### src/rtl/mem_bus_bridge.sv
// rtl/mem_bus_bridge.sv - arbitrates CPU fetch/data requests onto one req/ack memory bus
module mem_bus_bridge #(
  parameter int          TIMEOUT  = 16,
  parameter logic [31:0] ERR_DATA = 32'hDEADBEEF
) (
  input  logic        clk,
  input  logic        reset,
  input  logic        IM_R,
  input  logic [31:0] pc_out,
  input  logic        DM_CS,
  input  logic        DM_R,
  input  logic        DM_W,
  input  logic [31:0] maddr,
  input  logic [31:0] mwdata,
  output logic [31:0] inst,
  output logic [31:0] mrdata,
  output logic        stall,
  output logic        mem_req,
  output logic        mem_we,
  output logic [31:0] mem_addr,
  output logic [31:0] mem_wdata,
  input  logic [31:0] mem_rdata,
  input  logic        mem_ack,
  output logic        align_err,
  output logic        bus_err
);

  localparam int CW = $clog2(TIMEOUT + 1);
  localparam logic [CW-1:0] TMO_LIMIT = CW'(TIMEOUT);

  typedef enum logic [2:0] {IDLE, IFETCH, DREAD, DWRITE, DONE} state_t;

  state_t        state, next_state, sel_state;
  logic [31:0]   sel_addr;
  logic [CW-1:0] cnt;
  logic [CW-1:0] cnt_inc;
  logic          issue, misalign, waiting, ack_ok, tmo;

  assign cnt_inc = cnt + CW'(1);

  // State register; reset always lands in IDLE so a late ack is ignored.
  always_ff @(posedge clk) begin
    if (!reset) state <= IDLE;
    else        state <= next_state;
  end

  // Request selection, bus completion/timeout decisions and the stall output.
  always_comb begin
    next_state = state;
    sel_state  = IDLE;
    sel_addr   = pc_out;
    issue      = 1'b0;
    misalign   = 1'b0;
    waiting    = 1'b0;
    ack_ok     = 1'b0;
    tmo        = 1'b0;
    stall      = 1'b0;
    case (state)
      IDLE: begin
        if (DM_CS && DM_W) begin
          sel_state = DWRITE;
          sel_addr  = maddr;
        end else if (DM_CS && DM_R) begin
          sel_state = DREAD;
          sel_addr  = maddr;
        end else if (IM_R) begin
          sel_state = IFETCH;
          sel_addr  = pc_out;
        end
        if (sel_state != IDLE) begin
          stall = 1'b1;
          if (sel_addr[1:0] != 2'b00) begin
            misalign   = 1'b1;
            next_state = DONE;
          end else begin
            issue      = 1'b1;
            next_state = sel_state;
          end
        end
      end
      IFETCH, DREAD, DWRITE: begin
        stall   = 1'b1;
        waiting = 1'b1;
        // An ack on the edge where the count hits the limit still wins.
        if (mem_ack) begin
          ack_ok     = 1'b1;
          next_state = DONE;
        end else if (cnt_inc == TMO_LIMIT) begin
          tmo        = 1'b1;
          next_state = DONE;
        end
      end
      DONE: next_state = IDLE;
      default: next_state = IDLE;
    endcase
    if (!reset) stall = 1'b0;
  end

  // Bus outputs, timeout counter, returned data and sticky error flags.
  always_ff @(posedge clk) begin
    if (!reset) begin
      mem_req   <= 1'b0;
      mem_we    <= 1'b0;
      mem_addr  <= '0;
      mem_wdata <= '0;
      inst      <= '0;
      mrdata    <= '0;
      align_err <= 1'b0;
      bus_err   <= 1'b0;
      cnt       <= '0;
    end else begin
      if (issue) begin
        mem_req  <= 1'b1;
        mem_we   <= (sel_state == DWRITE);
        mem_addr <= sel_addr;
        if (sel_state == DWRITE) mem_wdata <= mwdata;
        cnt      <= '0;
      end
      if (misalign) align_err <= 1'b1;
      if (waiting) begin
        if (ack_ok) begin
          mem_req <= 1'b0;
          mem_we  <= 1'b0;
          cnt     <= '0;
          if (state == IFETCH) inst   <= mem_rdata;
          if (state == DREAD)  mrdata <= mem_rdata;
        end else if (tmo) begin
          mem_req <= 1'b0;
          mem_we  <= 1'b0;
          cnt     <= '0;
          bus_err <= 1'b1;
          if (state == IFETCH) inst   <= ERR_DATA;
          if (state == DREAD)  mrdata <= ERR_DATA;
        end else begin
          cnt <= cnt_inc;
        end
      end
    end
  end

endmodule

### config.mk
export PLATFORM = sky130hd
export DESIGN_NAME = mem_bus_bridge
export DESIGN_NICKNAME = d
export VERILOG_FILES = /design/src/rtl/mem_bus_bridge.sv
export SDC_FILE = /design/constraint.sdc
export NUM_CORES = 1
export LEC_CHECK = 0
export ABC_AREA = 1
export CAP_MARGIN = 10
export CORE_ASPECT_RATIO = 1.4
export CORE_MARGIN = 4
export CORE_UTILIZATION = 37
export CTS_BUF_LIST = sky130_fd_sc_hd__clkbuf_16
export DETAILED_ROUTE_END_ITERATION = 12
export PLACE_DENSITY = 0.87
export SYNTH_ARGS = -nofsm -noshare
export SYNTH_HDL_FRONTEND = slang
export SYNTH_SLANG_ARGS = --single-unit
### constraint.sdc
create_clock -name clk -period 1.7 [get_ports clk]
set_clock_uncertainty 0.05 [all_clocks]
set_input_delay 0.255 -clock clk [delete_from_list [all_inputs] [get_ports clk]]
set_output_delay 0.255 -clock clk [all_outputs]
set_load 0.005 [all_outputs]
# Word-level counts from Yosys, hierarchy flattened
# Index checks and enable logic that the tools add are counted.
# Widths: inputs -> output; s select.
# classes
add_sub_neg	1
multipliers	0
n_div	0
n_lt_le_gt_ge	0
n_eq_ne	7
shift	0
mux	49
bitwise_logic	1
reduce_logical	13
# ops
cell	n
$mux 32	12
$mux 1	23
$mux 5	4
$mux 3	6
$eq 3x2->1 const B	3
$reduce_and 3->1	3
$pmux 3 s2	1
$reduce_bool 2->1	3
$add 5x1->5 const B	1
$eq 5x5->1 const B	1
$mux 2	2
$reduce_and 2->1	2
$eq 3x1->1 const B	1
$logic_not 3->1	1
$ne 3x3->1 const B	1
$reduce_bool 3->1	1
$reduce_or 3->1	1
$logic_and 1x1->1	2
$ne 2x2->1 const B	1
$pmux 1 s2	1
$not 1->1	1
# word_totals
reg_bits	140
latch_bits	0
ramBits	0
rom_bits	0
output_inout_bits	133
n_memories	0

# Logic depth before layout (Yosys ltp)
# Gate-level depths: netlist (run 1).
# logic_depth
ltp_word	12
ltp_mapped	12
mapped_depth_nobuf	12

# Worst setup path after synthesis (run 1)
# Ideal clock, no wire load.
# synth_timing
path_kind	reg2reg
startpoint	reg cnt[0]
endpoint	reg mrdata[29]
arrival_time_ps	1455
required_time_ps	1518
slack_ps	63
path_stages_with_launch	12
n_path_buf	1
path_cell_list	dfxtp_1 -> ha_1 -> nand3_1 -> nand2_1 -> nand2_1 -> nor2_1 -> nand3_1 -> nand2_1 -> nand2_1 -> buf_2 -> nand2_1 -> a21oi_1
# synth_between
elab_chain_cells	7
# synth_rtl
element	line_no	source
start: declaration	35	logic [CW-1:0] cnt;
start signal: assignment	135	cnt <= cnt_inc;
$add 5x1->5	39	assign cnt_inc = cnt + CW'(1);
$eq 5x5->1	88	end else if (cnt_inc == TMO_LIMIT) begin
$mux 1	88	
$mux 1	85	if (mem_ack) begin
$mux 1	58	case (state)
$reduce_bool 2->1 (no line)	--	
$reduce_and 3->1 (no line)	--	
end signal: assignment	126	if (state == DREAD) mrdata <= mem_rdata;
end: declaration	16	output logic [31:0] mrdata,
# Every way passes these cells.
# A chain may end at the register's enable or synchronous reset.

# Final worst setup path (run 1)
# layout_timing
startpoint	reg cnt[1]
endpoint	reg inst[21]
# layout_between
elab_chain_cells	7
# layout_rtl
element	line_no	source
$add 5x1->5	39	
$eq 5x5->1	88	
$mux 1	88	
$mux 1	85	
$mux 1	58	
$reduce_bool 2->1 (no line)	--	
$reduce_and 3->1 (no line)	--	
end signal: assignment	125	if (state == IFETCH) inst <= mem_rdata;
end: declaration	15	output logic [31:0] inst,
# Every way passes these cells.

==> flow_summary_export.csv, run 1 <==
group,metric,value,unit
timing,slew_violations,0,
timing,slew_headroom,0.584,
cells_and_area,num-fill-cells,1240,
grt,overflow,0,
route,finalWirelength,20000,µm
clock_tree,cts_tree,"built",
die,dieWidth,114,µm
route,drt_first_pass_iters,5,
placed_design,dp_hpwl,13600,µm
grt,antenna_found_initial,0,
grt,grt_max_degree,83,
route,viasPerCell,4.94,
cells_and_area,finalNonFillerCells,1296,
critical_path,crit_fanout,16,
timing,setup_violations,1,
placed_design,numPortBuffers,267,
synthesis,synth.distinct_cells,26,
die,core-area,0.0152,mm²
timing,worst_slack,-0.0309,ns
timing,finalCriticalPeriod,1.73,ns
run,cap_viol_max_count,0,
cells_and_area,final_common_cell,"clkdlybuf4s50_1",
clock_tree,cts.sinks,140,
critical_path,crit_type,"register to register",
cells_and_area,fin_util,0.652,
critical_path,cp_num_buf_inv,1,
power,powerDensity,839,mW/mm²
die,die_h,156,µm
critical_path,cp-start-kind,"register",
min_path,hold_path_class,"input port to register",
clock_tree,cts_made_buffers,17,
die,rows,53,
synthesis,yosys_register_bits,140,
cells_and_area,area_growth,70.5,%
synthesis,synth_top_family_by_area,"simple AND/OR/NAND/NOR gates",
power,p_leak,3.70,nW
synthesis,synthCells,801,
synthesis,synth_top_area_cell,"dfxtp_1",
synthesis,syn_nets,938,
status,status,"finished with violations",
synthesis,synthSimpleGateAreaFrac,0.257,
grt,track_usage,0.203,
critical_path,cp_slowest_cell,"dfxtp_2",
route,vias,6404,
critical_path,endpoint_kind,"register",
critical_path,cp_slowest_stage_delay,0.35,ns
synthesis,ys_seq_area_frac,0.483,
synthesis,synth_warnings,0,
timing,rsz0062_at_grt,"true",
status,violations,"negative setup slack",
cells_and_area,seqCellArea,0.00281,mm²
cells_and_area,multi_input_area,0.00268,mm²
cells_and_area,drive_gt1_frac,0.159,
clock_tree,clock_path_buffers,2,
die,die-area,0.0178,mm²
grt,grt_pass1_vias,5929,
placed_design,place_worst_setup_slack,-0.441,ns
synthesis,avgSynthCellArea,7.24,µm²
cells_and_area,final_cell_mix,"264 x clkdlybuf4s50_1, 174 x nand2_1, 134 x dfxtp_1",
synthesis,synth_top_cell_area_share,0.483,
timing,period_share,1.02,
timing,max_freq,578,MHz
route,drt_first_iter_violations,507,
clock_tree,cts.hold.buffers_added,0,
critical_path,crit_family,"simple AND/OR/NAND/NOR gates",
synthesis,muxShareOfSynthArea,0,
die,start_util,0.382,
clock_tree,cts-root-buf,"clkbuf_16",
synthesis,synth_xor_area_frac,0.00151,
timing,finalHoldViolCount,0,
critical_path,worstPathRequired,1.97,ns
power,ir_worst_vdd,0.654,mV
synthesis,synth_adder_area_share,0.00431,
timing,tightest_slew,0.625,ns
critical_path,crit_arrival,2.00,ns
route,wl_per_cell,15.5,µm
die,io-pin-count,268,
cells_and_area,nets,1228,
clock_tree,cts_htree_levels,4,
clock_tree,path_clk_slew,0.06,ns
clock_tree,clk_latency,0.40,ns
critical_path,path_cells,"ha_4, nand3_2, nand2_2, nand2_2, nor2_2, nand3_2, nand2_4, nand2_4, clkbuf_16, a21oi_1",
synthesis,synth.cell_area,0.00580,mm²
route,antenna_left,0,
placed_design,dp_cells,1248,
synthesis,synth.area.top_cells,"dfxtp_1 48%, nand2_1 12%, a21oi_1 9.1%",
route,drc,0,
synthesis,synth_compound_area_frac,0.163,
placed_design,routabilityCongestion,0.856,
grt,grt_pass1_wl,29100,µm
sequential cells by signal, indices dropped and copies added (netlist names):
name       count
mem_req        1
mem_wdata     32
inst          32
bus_err        1
mrdata        32
mem_addr      32
state          3
align_err      1
mem_we         1
cnt            5
metal layers:
layer | share of wire | vias to the layer above | track usage
li1 | - | 3157 | -
met2 | 0.53 | 265 | 0.366
met5 | 0 | - | 0
met1 | 0.37 | 2939 | 0.220
met3 | 0.071 | 43 | 0.0613
met4 | 0.030 | 0 | 0.0804
metrics by stage:
stage	cell area, µm²	TNS (ns)	hold WS [ns]	power [mW]
finish	9900	-0.0309	0.285	8.30
global placement	8900	-24.00	0.371	4.77
floorplan	5800	0	0.380	4.04
CTS	9490	0	0.284	8.32
global route	9890	-2.09	0.307	8.66
detailed placement	8900	-29.71	0.379	4.79
logic make-up after synthesis:
| family | Yosys count |
|---|---|
| AOI/OAI and AO/OA | 186 |
| xor gates and xnor gates | 1 |
| adders and majority gates | 2 |
| buffers and inverters | 129 |
| DFF | 140 |
| and+or+nand+nor | 343 |
cell usage after synthesis:
cell type and n:
nand3_2 1, clkbuf_2 3, o21ai_0 73, clkbuf_1 26, inv_2 4, buf_4 3, inv_1 72, o21ai_1 6
o31ai_4 1, nor2_2 1, nand2_4 1, nor2_1 79, a21oi_1 106, nand2_2 3, ha_1 2, xor2_1 1
or2_0 1, nand3_1 11, nor3_1 1, nor3_4 1, nand2_1 186, nand4_1 33, buf_2 21, nor3_2 2
dfxtp_1 140, or2_2 23
tightest hold or removal path: stages:
cell	delay, ns
buf_2	0.12
buf_12	0.17
nand2_1	0.10
nor2_1	0.03
power breakdown:
part           switching (mW)  leakage, nW  internal, mW  total (mW)
clock network            1.38        0.271          2.13        3.51
registers              0.0518         1.14          3.38        3.43
logic                   0.639         2.30         0.721        1.36
total                    2.07         3.70          6.23        8.30
worst paths after layout:
kind | start | endpoint | slack [ns] | cells after the start
hold / removal | reset | cnt[0]$_SDFFE_PN0P_ | 0.29 | 4
hold reg to reg | mem_addr[0]$_SDFFE_PN0P_ | mem_addr[0]$_SDFFE_PN0P_ | 0.38 | 2
setup reg to reg | cnt[1]$_SDFFE_PN0P_ | inst[21]$_SDFFE_PN0P_ | -0.03 | 10
setup / recovery | cnt[1]$_SDFFE_PN0P_ | inst[21]$_SDFFE_PN0P_ | -0.03 | 10
timing repair:
item                       CTS  global route
hold endpoints to repair     0             0
setup endpoints to repair   13            84
gates cloned                 0             7
setup buffers                0             9
resized for setup           15            77
pin swaps                    1             9
cell type report:
cell class | count | share of cell area
antenna | 1 | 0.000253
clock inverter | 14 | 0.0133
timing repair inverter | 2 | 0.00152
tap | 192 | 0.0243
sequential | 140 | 0.284
clock buffer | 17 | 0.0430
timing repair buffer | 322 | 0.333
multi-input combinational | 532 | 0.271
inverter | 76 | 0.0298
(Power assumes the default switching activity.)
==> run 2, diff against run 1 <==
--- a/config.mk
+++ b/config.mk
@@ -5,11 +5,12 @@
 export SDC_FILE = /design/constraint.sdc
 export NUM_CORES = 1
 export LEC_CHECK = 0
-export ABC_AREA = 1
 export CAP_MARGIN = 10
+export CELL_PAD_IN_SITES_DETAIL_PLACEMENT = 2
+export CELL_PAD_IN_SITES_GLOBAL_PLACEMENT = 2
 export CORE_ASPECT_RATIO = 1.4
 export CORE_MARGIN = 4
-export CORE_UTILIZATION = 37
+export CORE_UTILIZATION = 21
 export CTS_BUF_LIST = sky130_fd_sc_hd__clkbuf_16
 export DETAILED_ROUTE_END_ITERATION = 12
 export PLACE_DENSITY = 0.87
==> run 2 against run 1 <==
  * Routed wire length grew 68%
  * Setup slack lost 0.19 ns
  * Register-to-register slack lost 0.19 ns
  * Critical endpoint is now state[0]$_SDFFE_PN0P_
  * The run still ends with negative setup slack left
  * Via count grew 8.8%
  * Combinational power grew 36%
  * Clock power grew 9.4%
==> flow_summary_export.csv, run 2 <==
group,metric,value,unit
status,status,"finished with violations",
status,violations,"negative setup slack",
critical_path,cp_common_cell,"buf_4",
route,drt_first_pass_iters,5,
critical_path,crit_family,"compound AO/OA/AOI/OAI gates",
cells_and_area,finish.instance_area,0.0115,mm²
die,core-area,0.0292,mm²
synthesis,avgSynthCellArea,8.36,µm²
die,start_util,0.213,
critical_path,r2r_cells,8,
synthesis,synth_top_cell_area_share,0.451,
critical_path,cp_num_buf_inv,3,
die,rows,74,
critical_path,cp-start-kind,"register",
grt,antenna_found_initial,3,
critical_path,crit_type,"register to register",
die,die-area,0.0324,mm²
die,die_h,212,µm
synthesis,synthCells,743,
power,p_total,9.14,mW
min_path,hold_start,"mwdata[31]",
clock_tree,cts_htree_levels,4,
cells_and_area,final_cell_mix,"253 x clkdlybuf4s50_1, 164 x nand2_1, 135 x dfxtp_1",
clock_tree,clk_latency,0.44,ns
critical_path,cp_slowest_stage_delay,0.38,ns
timing,finalCriticalPeriod,1.92,ns
synthesis,synth.cell_area,0.00621,mm²
clock_tree,clock_path_buffers,2,
placed_design,numPortBuffers,267,
power,powerDensity,793,mW/mm²
timing,max_freq,521,MHz
critical_path,rr_endpoint,"state[0]$_SDFFE_PN0P_",
synthesis,synth_warnings,0,
cells_and_area,area_growth,85.4,%
critical_path,crit_arrival,2.22,ns
timing,period_share,1.13,
synthesis,yosys_register_bits,140,
route,antenna_left,0,
cells_and_area,final_common_cell,"clkdlybuf4s50_1",
critical_path,crit_fanout,4,
clock_tree,cts_made_buffers,17,
route,finalWirelength,33700,µm
critical_path,r2r_slack,-0.22,ns
cells_and_area,fin_util,0.395,
clock_tree,cts.hold.buffers_added,0,
timing,setup_tns,-15.03,ns
synthesis,synth.area.top_cells,"dfxtp_1 45%, nand2_1 10%, a21oi_1 9.1%",
route,drt_first_iter_violations,239,
timing,rsz0062_at_grt,"true",
critical_path,cp_slowest_cell,"dfxtp_4",
synthesis,synth_top_area_cell,"dfxtp_1",
timing,slew_headroom,0.316,
critical_path,worstPathRequired,2.00,ns
route,drc,0,
run,cap_viol_max_count,0,
min_path,holdPathEnd,"mem_wdata[31]$_SDFFE_PN0P_",
grt,grt_pass1_vias,7668,
timing,finalHoldViolCount,0,
synthesis,ys_seq_area_frac,0.451,
min_path,holdPathStages,3,
placed_design,dp_hpwl,20000,µm
die,dieWidth,153,µm
synthesis,synth.most_common_cell,"nand2_1",
grt,grt_pass1_wl,43700,µm
die,io-pin-count,268,
synthesis,synth.distinct_cells,54,
cells_and_area,nets,1188,
critical_path,cp_num_cells,8,
timing,slew_violations,0,
critical_path,worstReg2RegStart,"cnt[0]$_SDFFE_PN0P_",
placed_design,placed_area,0.00962,mm²
critical_path,endpoint_kind,"register",
timing,setup_violations,132,
synthesis,syn_nets,880,
timing,tightest_slew,1.03,ns
route,wl_per_cell,23.3,µm
critical_path,path_cells,"ha_4, buf_6, nor3_4, buf_4, buf_4, a41oi_1, o21ai_1, o21ai_0",
timing,worst_slack,-0.219,ns
grt,grt_max_degree,63,
min_path,hold_path_class,"input port to register",
placed_design,routabilityCongestion,0.768,
route,vias,6966,
power,p_leak,4.11,nW
clock_tree,cts.sinks,140,
synthesis,synthTopCellsByCount,"173 x nand2_1, 140 x dfxtp_1, 113 x a21oi_1",
route,viasPerCell,4.81,
power,ir_worst_vdd,0.738,mV
synthesis,synth_edf_count,0,
grt,track_usage,0.171,
synthesis,async_flop_share,0,
cells_and_area,drive_gt1_frac,0.257,
grt,overflow,0,
synthesis,synth_ff_type,"dfxtp_1",
clock_tree,cts-root-buf,"clkbuf_16",
cells_and_area,num-fill-cells,3069,
clock_tree,path_clk_slew,0.07,ns
clock_tree,cts_tree,"built",
==> run 2: cell types whose count changed in the layout (fill, tap and decap cells not counted), sizes merged, moves of 24 or more <==
cell	before	now
inv	74	9
mux2i	0	33
nor2	80	23
nor2b	0	25
a211oi	0	30
nand4	33	2
or2	24	0
==> run 2: how the worst max path moves through the flow <==
stage                               to  slack, ns                start
2_1_floorplan       mem_req$_SDFF_PN0_      0.009  cnt[0]$_SDFFE_PN0P_
3_3_place_gp                     stall      -0.41                 DM_R
3_5_place_dp                     stall      -0.44                 DM_R
4_1_cts        mrdata[17]$_SDFFE_PN0P_      -0.12  cnt[1]$_SDFFE_PN0P_
5_1_grt             mem_req$_SDFF_PN0_      -0.28  cnt[0]$_SDFFE_PN0P_
6_report         state[0]$_SDFFE_PN0P_      -0.22  cnt[0]$_SDFFE_PN0P_
==> run 2: repair_timing <==
| item | in CTS | in global routing |
|---|---|---|
| buffers inserted | 9 | 9 |
| resized for setup | 89 | 138 |
| pin swaps | 13 | 72 |
| cloned | 4 | 11 |
| setup endpoints to repair | 94 | 130 |
| endpoints found under the hold margin | 0 | 0 |
==> run 2: worst register-to-register path, stage by stage (launching register included) <==
cell     delay (ns)
dfxtp_4        0.38
ha_4           0.15
buf_6          0.12
nor3_4         0.04
buf_4          0.13
buf_4          0.12
a41oi_1        0.37
o21ai_1        0.23
o21ai_0        0.24
==> run 2: stage by stage <==
step | worst slack [ns] | cells | hold WS (ns)
CTS | -0.116 | 1424 | 0.280
global route | -0.280 | 1448 | 0.314
global placement | -0.408 | 1379 | 0.382
floorplan | 0.00945 | 743 | 0.341
finish | -0.219 | 1448 | 0.337
detailed placement | -0.443 | 1379 | 0.395
==> run 2: final cells by class <==
class,count,area [µm²],share of cell area
clock buffers,17,425,0.0369
multi-input cells,535,3840,0.333
inverters,6,25.0,0.00217
diodes,4,10.0,0.000869
repair buffers,351,3770,0.327
flip-flops and latches,140,2820,0.244
well taps,380,475,0.0413
clock inverters,15,159,0.0138
==> run 2: power breakdown <==
part	leakage [nW]	switching [mW]	internal [mW]
clock network	0.288	1.56	2.28
registers	1.14	0.0699	3.39
logic	2.69	0.863	0.983
==> run 2: kinds of logic after synthesis <==
kind of cell	after synthesis	share of synthesized area
compound gates	250	0.253
buf+inv	68	0.0566
simple gates	247	0.176
fa+ha+maj	2	0.00403
flops	140	0.451
mux	36	0.0592
==> run 2: metal layers <==
| layer | GRT usage | vias to the layer above | part of all wire |
|---|---|---|---|
| li1 | - | 3209 | - |
| met4 | 0.0893 | 0 | 0.052 |
| met5 | 0 | - | 0 |
| met2 | 0.323 | 224 | 0.55 |
| met3 | 0.0413 | 81 | 0.043 |
| met1 | 0.175 | 3452 | 0.36 |
